`src/rtl/bin2bcd_seq.sv`:
```
// Sequential binary-to-BCD converter (shift-add-3, one bit per clock) with a
// leading-zero blank mask for seven-segment digit drivers.
module bin2bcd_seq #(
  parameter int W      = 16,
  parameter int DIGITS = 5
) (
  input  logic                  clk,
  input  logic                  reset,
  input  logic                  in_valid,
  output logic                  in_ready,
  input  logic [W-1:0]          bin,
  output logic                  out_valid,
  output logic                  busy,
  output logic [4*DIGITS-1:0]   bcd,
  output logic [DIGITS-1:0]     blank
);

  localparam int BW = 4 * DIGITS;
  localparam int SW = BW + W;
  localparam int CW = $clog2(W + 1);

  function automatic logic [63:0] pow10(input int n);
    logic [63:0] p;
    p = 64'd1;
    for (int i = 0; i < n; i++) p = p * 64'd10;
    return p;
  endfunction

  generate
    if (pow10(DIGITS) <= ((64'd1 << W) - 64'd1)) begin : g_too_few_digits
      $error("bin2bcd_seq: DIGITS=%0d cannot hold a %0d-bit value", DIGITS, W);
    end
  endgenerate

  typedef enum logic [1:0] {
    s_idle  = 2'd0,
    s_shift = 2'd1,
    s_done  = 2'd2
  } state_t;

  state_t            state_reg, state_next;
  logic [SW-1:0]     sreg_reg;
  logic [CW-1:0]     cnt_reg;
  logic [BW-1:0]     bcd_reg;
  logic [DIGITS-1:0] blank_reg;

  logic [SW-1:0]     adj;
  logic [SW-1:0]     shift_next;
  logic [BW-1:0]     bcd_next;
  logic [DIGITS-1:0] dig_zero;
  logic [DIGITS-1:0] blank_next;
  logic              accept;
  logic              last_bit;

  // Add-3 correction on every BCD nibble before the shift; binary part passes through.
  assign adj[W-1:0] = sreg_reg[W-1:0];
  generate
    for (genvar gi = 0; gi < DIGITS; gi++) begin : g_adj
      logic [3:0] nib;
      assign nib = sreg_reg[W + 4*gi +: 4];
      assign adj[W + 4*gi +: 4] = (nib >= 4'd5) ? nib + 4'd3 : nib;
    end
  endgenerate

  assign shift_next = adj << 1;
  assign bcd_next   = shift_next[SW-1:W];

  // A digit is blanked when it and every more significant digit are zero; digit 0 always shows.
  generate
    for (genvar gi = 0; gi < DIGITS; gi++) begin : g_blank
      assign dig_zero[gi] = (bcd_next[4*gi +: 4] == 4'd0);
      if (gi == 0) begin : g_lsd
        assign blank_next[gi] = 1'b0;
      end else begin : g_upper
        assign blank_next[gi] = &dig_zero[DIGITS-1:gi];
      end
    end
  endgenerate

  assign accept   = in_valid && in_ready;
  assign last_bit = (cnt_reg == CW'(1));

  always_ff @(posedge clk) begin
    if (reset) state_reg <= s_idle;
    else       state_reg <= state_next;
  end

  always_comb begin
    state_next = state_reg;
    case (state_reg)
      s_idle:  if (accept) state_next = s_shift;
      s_shift: if (last_bit) state_next = s_done;
      s_done:  state_next = accept ? s_shift : s_idle;
      default: state_next = s_idle;
    endcase
  end

  always_comb begin
    in_ready  = ((state_reg == s_idle) || (state_reg == s_done)) && !reset;
    busy      = (state_reg == s_shift);
    out_valid = (state_reg == s_done);
  end

  always_ff @(posedge clk) begin
    if (reset) begin
      sreg_reg  <= '0;
      cnt_reg   <= '0;
      bcd_reg   <= '0;
      blank_reg <= '0;
    end else if (accept) begin
      sreg_reg <= {{BW{1'b0}}, bin};
      cnt_reg  <= CW'(W);
    end else if (state_reg == s_shift) begin
      sreg_reg <= shift_next;
      cnt_reg  <= cnt_reg - CW'(1);
      if (last_bit) begin
        bcd_reg   <= bcd_next;
        blank_reg <= blank_next;
      end
    end
  end

  assign bcd   = bcd_reg;
  assign blank = blank_reg;

endmodule
```
`config.mk`:
```
export PLATFORM = sky130hd
export DESIGN_NAME = bin2bcd_seq
export DESIGN_NICKNAME = d
export VERILOG_FILES = /design/src/rtl/bin2bcd_seq.sv
export SDC_FILE = /design/constraint.sdc
export NUM_CORES = 1
export LEC_CHECK = 0
export ABC_CLOCK_PERIOD_IN_PS = 1800
export BUFFER_PORTS_ARGS = -buffer_cell sky130_fd_sc_hd__buf_2
export CAP_MARGIN = 15
export CORE_UTILIZATION = 51
export DETAILED_ROUTE_END_ITERATION = 8
export PLACE_DENSITY = 0.76
export SYNTH_ARGS = -nofsm -noshare
export SYNTH_HDL_FRONTEND = slang
export SYNTH_SLANG_ARGS = --single-unit
```
`constraint.sdc`:
```
create_clock -name clk -period 1.8 [get_ports clk]
set_clock_uncertainty 0.05 [all_clocks]
set_input_delay 0.36 -clock clk [delete_from_list [all_inputs] [get_ports clk]]
set_output_delay 0.36 -clock clk [all_outputs]
set_load 0.05 [all_outputs]
```
==> impl_metrics.env <==
export IMPL_avgSynthCellArea_sq_um=8.210
export IMPL_clock_latency_ns=0.34
export IMPL_whs_endpoint="sreg_reg[0]$_SDFFE_PP0P_"
export IMPL_rr_startpoint="sreg_reg[33]$_SDFFE_PP0P_"
export IMPL_drt_total_wl_microns=7545
export IMPL_areaGrowthSynthToFinish_pct=26.10
export IMPL_rr_endpoint="blank[2]$_SDFFE_PP0P_"
export IMPL_core_area_sq_mm=0.005642
export IMPL_largest_reg_flops=36
export IMPL_hp_class="in2reg"
export IMPL_period_minus_slack_ns=1.768
export IMPL_peakVddDrop_uv=773.9
export IMPL_required_ns=2.00
export IMPL_fin_crit_sh_pct=98.21
export IMPL_p_leak_nw=1.555
export IMPL_diodes=0
export IMPL_drv_slew=0
export IMPL_power_density_mw_per_mm2=937.4
export IMPL_finalPower_mw=3.610
export IMPL_grt_usage_pct=23.20
export IMPL_yosysWarnings=0
export IMPL_synthCells=372
export IMPL_worstPathArrival_ns=1.97
export IMPL_rrSetupSlack_ns=0.03
export IMPL_routed_via_count=2835
export IMPL_dp_slack_ns=-0.03826
export IMPL_dr_pass1_iters=4
export IMPL_synth_area_sq_mm=0.003054
export IMPL_design_die_area_sq_mm=0.006302
export IMPL_cts_tree="yes"
export IMPL_stdcell_area_sq_mm=0.003851
export IMPL_grt_pass1_wl_microns=11200
export IMPL_cap_violations=0
export IMPL_ctsHoldBuffers=0
export IMPL_worst_slack_ns=0.03215
export IMPL_status="complete, no violations"
export IMPL_fin_setup_tns_ns=0
export IMPL_numCtsBuffers=9
export IMPL_die_h_microns=79.39
export IMPL_routedWlPerCell_microns=14.82
export IMPL_post_dp_cell_area_sq_mm=0.003445
export IMPL_whs_ns=0.2250
export IMPL_setup_viol=0
export IMPL_antenna_found_initial=0
export IMPL_min_path_cells=3
export IMPL_cts_sinks=67
export IMPL_grt_pass1_vias=2467
export IMPL_vias_per_cell=5.570
export IMPL_min_from="bin[0]"
export IMPL_crit_fanout=4
export IMPL_fmax_ghz=0.5657
export IMPL_setup_worst_path_end_class="register"
export IMPL_grt_ovfl_total=0
export IMPL_clockBufferDepth=2
export IMPL_synth_fp_nets=403
export IMPL_ios=47
export IMPL_place_gp_congestion=0.8317
export IMPL_layout_nets=463
export IMPL_drt_iter0_drc=261
export IMPL_r2r_cells=7
export IMPL_hold_viol=0
export IMPL_ys_types=35
export IMPL_row_count=27
export IMPL_startpoint_type="register"
export IMPL_layout_drive_gt1_share_pct=28.60
export IMPL_path_clk_slew_ns=0.07
export IMPL_numPortBuffers=45
export IMPL_die_x_microns=79.39
export IMPL_htree_levels=3
export IMPL_start_util_pct=54.14
export IMPL_hpwl_microns=4414
export IMPL_ys_seq_area_share_pct=43.92
export IMPL_root_buffer="clkbuf_8"
export IMPL_ys_ff_latch=67
export IMPL_grt_max_degree=37
export IMPL_ant_nets=0
export IMPL_drc=0
export IMPL_path_class="reg2reg"
[cell usage in the layout (no fill, tap or decap), types with 2 or more instances in the layout]
master / n
a211oi_1: 10
a211oi_2: 3
a21oi_1: 52
a21oi_2: 5
a22oi_1: 15
and2_1: 2
buf_12: 2
buf_2: 44
buf_4: 22
clkbuf_1: 2
clkbuf_16: 2
clkbuf_8: 13
dfxtp_1: 60
dfxtp_2: 7
ha_1: 8
ha_2: 3
inv_1: 7
inv_2: 6
mux2i_1: 7
mux2i_2: 2
nand2_1: 78
nand2b_1: 7
nand3_1: 6
nor2_1: 25
nor3_1: 4
nor3b_1: 6
o21ai_0: 8
o21ai_2: 2
xnor2_1: 8
[critical path: stages (launching register included)]
cell and delay, ns:
dfxtp_2 0.33, inv_2 0.05, ha_1 0.18, nand2b_1 0.16, a21oi_2 0.20, mux2i_2 0.31, nand4_2 0.18, o21ai_0 0.23
[cell type report]
class	count	area, sq um
fill	447	1790
inverter	13	48.80
timing repair buffer	72	519.2
tap	72	90.09
clock buffer	15	186.4
clock inverter	1	5.005
sequential	67	1350
multi-input combinational	269	1652
[synth_stat cells]
master / n / area share [%]
a2111oi_4: 1 / 0.90
a211oi_1: 13 / 3.2
a21o_1: 1 / 0.25
a21oi_1: 57 / 9.3
a22oi_1: 15 / 3.7
and2_1: 3 / 0.61
buf_1: 3 / 0.37
buf_2: 8 / 1.3
buf_4: 1 / 0.25
clkbuf_1: 11 / 1.4
conb_1: 1 / 0.12
dfxtp_1: 67 / 44
ha_1: 12 / 4.9
inv_1: 12 / 1.5
inv_2: 1 / 0.12
mux2i_1: 9 / 2.9
nand2_1: 78 / 9.6
nand2_4: 1 / 0.37
nand2b_1: 8 / 1.6
nand3_1: 6 / 0.98
nand4_2: 1 / 0.41
nand4b_1: 1 / 0.29
nor2_1: 26 / 3.2
nor2_2: 1 / 0.20
nor2b_1: 1 / 0.20
nor3_1: 4 / 0.66
nor3b_1: 7 / 1.7
nor4_1: 1 / 0.20
nor4b_4: 1 / 0.78
o21ai_0: 9 / 1.5
o21ai_2: 1 / 0.29
o31ai_1: 1 / 0.25
o31ai_2: 1 / 0.41
xnor2_1: 8 / 2.3
xor2_1: 1 / 0.29
[power by group]
| part | leakage [nW] | switching, mW | total [mW] | internal [mW] |
|---|---|---|---|---|
| registers | 0.547 | 0.0725 | 1.64 | 1.57 |
| clock network | 0.0997 | 0.541 | 1.19 | 0.651 |
| logic | 0.908 | 0.460 | 0.780 | 0.320 |
[per-layer routing]
metal  track usage (%)  vias to the layer above  part of all wire, %
met1             30.64                     1344                   45
met4             11.82                        0                  2.0
met3             4.457                       16                  5.4
met5                 0                        -                    0
met2             35.95                       89                   48
li1                  -                     1386                    -
[logic make-up (layout without fill, tap and decap cells)]
logic type	Yosys count	count (layout)	synth area share (%)
AOI/OAI and AO/OA	99	99	19.79
and+or+nand+nor	139	139	20.85
DFF	67	67	43.92
other	1	1	0.1228
muxes	9	9	2.950
xor gates and xnor gates	9	9	2.581
adders and majority gates	12	12	4.916
buffers and inverters	36	101	4.875
[worst max-delay path by stage]
stage                                         start  slack, ns                         to
after global placement    sreg_reg[32]$_SDFFE_PP0P_       0.01      blank[1]$_SDFFE_PP0P_
after detailed placement  sreg_reg[32]$_SDFFE_PP0P_      -0.04      blank[1]$_SDFFE_PP0P_
final                     sreg_reg[33]$_SDFFE_PP0P_       0.03      blank[2]$_SDFFE_PP0P_
after CTS                   cnt_reg[1]$_SDFFE_PP0P_     0.0003      blank[1]$_SDFFE_PP0P_
after floorplan                               reset       0.02  sreg_reg[28]$_SDFFE_PP0P_
after global routing      sreg_reg[29]$_SDFFE_PP0P_      -0.04      blank[2]$_SDFFE_PP0P_
[stage by stage]
step,utilization [%],instances
3_5_place_dp,61.06,485
4_1_cts,65.42,503
5_1_grt,68.26,509
2_1_floorplan,-,372
3_3_place_gp,61.06,485
6_report,68.26,509
[repair_timing]
item / in CTS / in global routing
hold endpoints to repair: 0 / 0
gates cloned: 1 / 2
endpoints found under the setup margin: 2 / 21
resized for setup: 4 / 31
pin swaps: 2 / 10
buffers inserted: 1 / 4
Power figures use the tool's default switching activity.
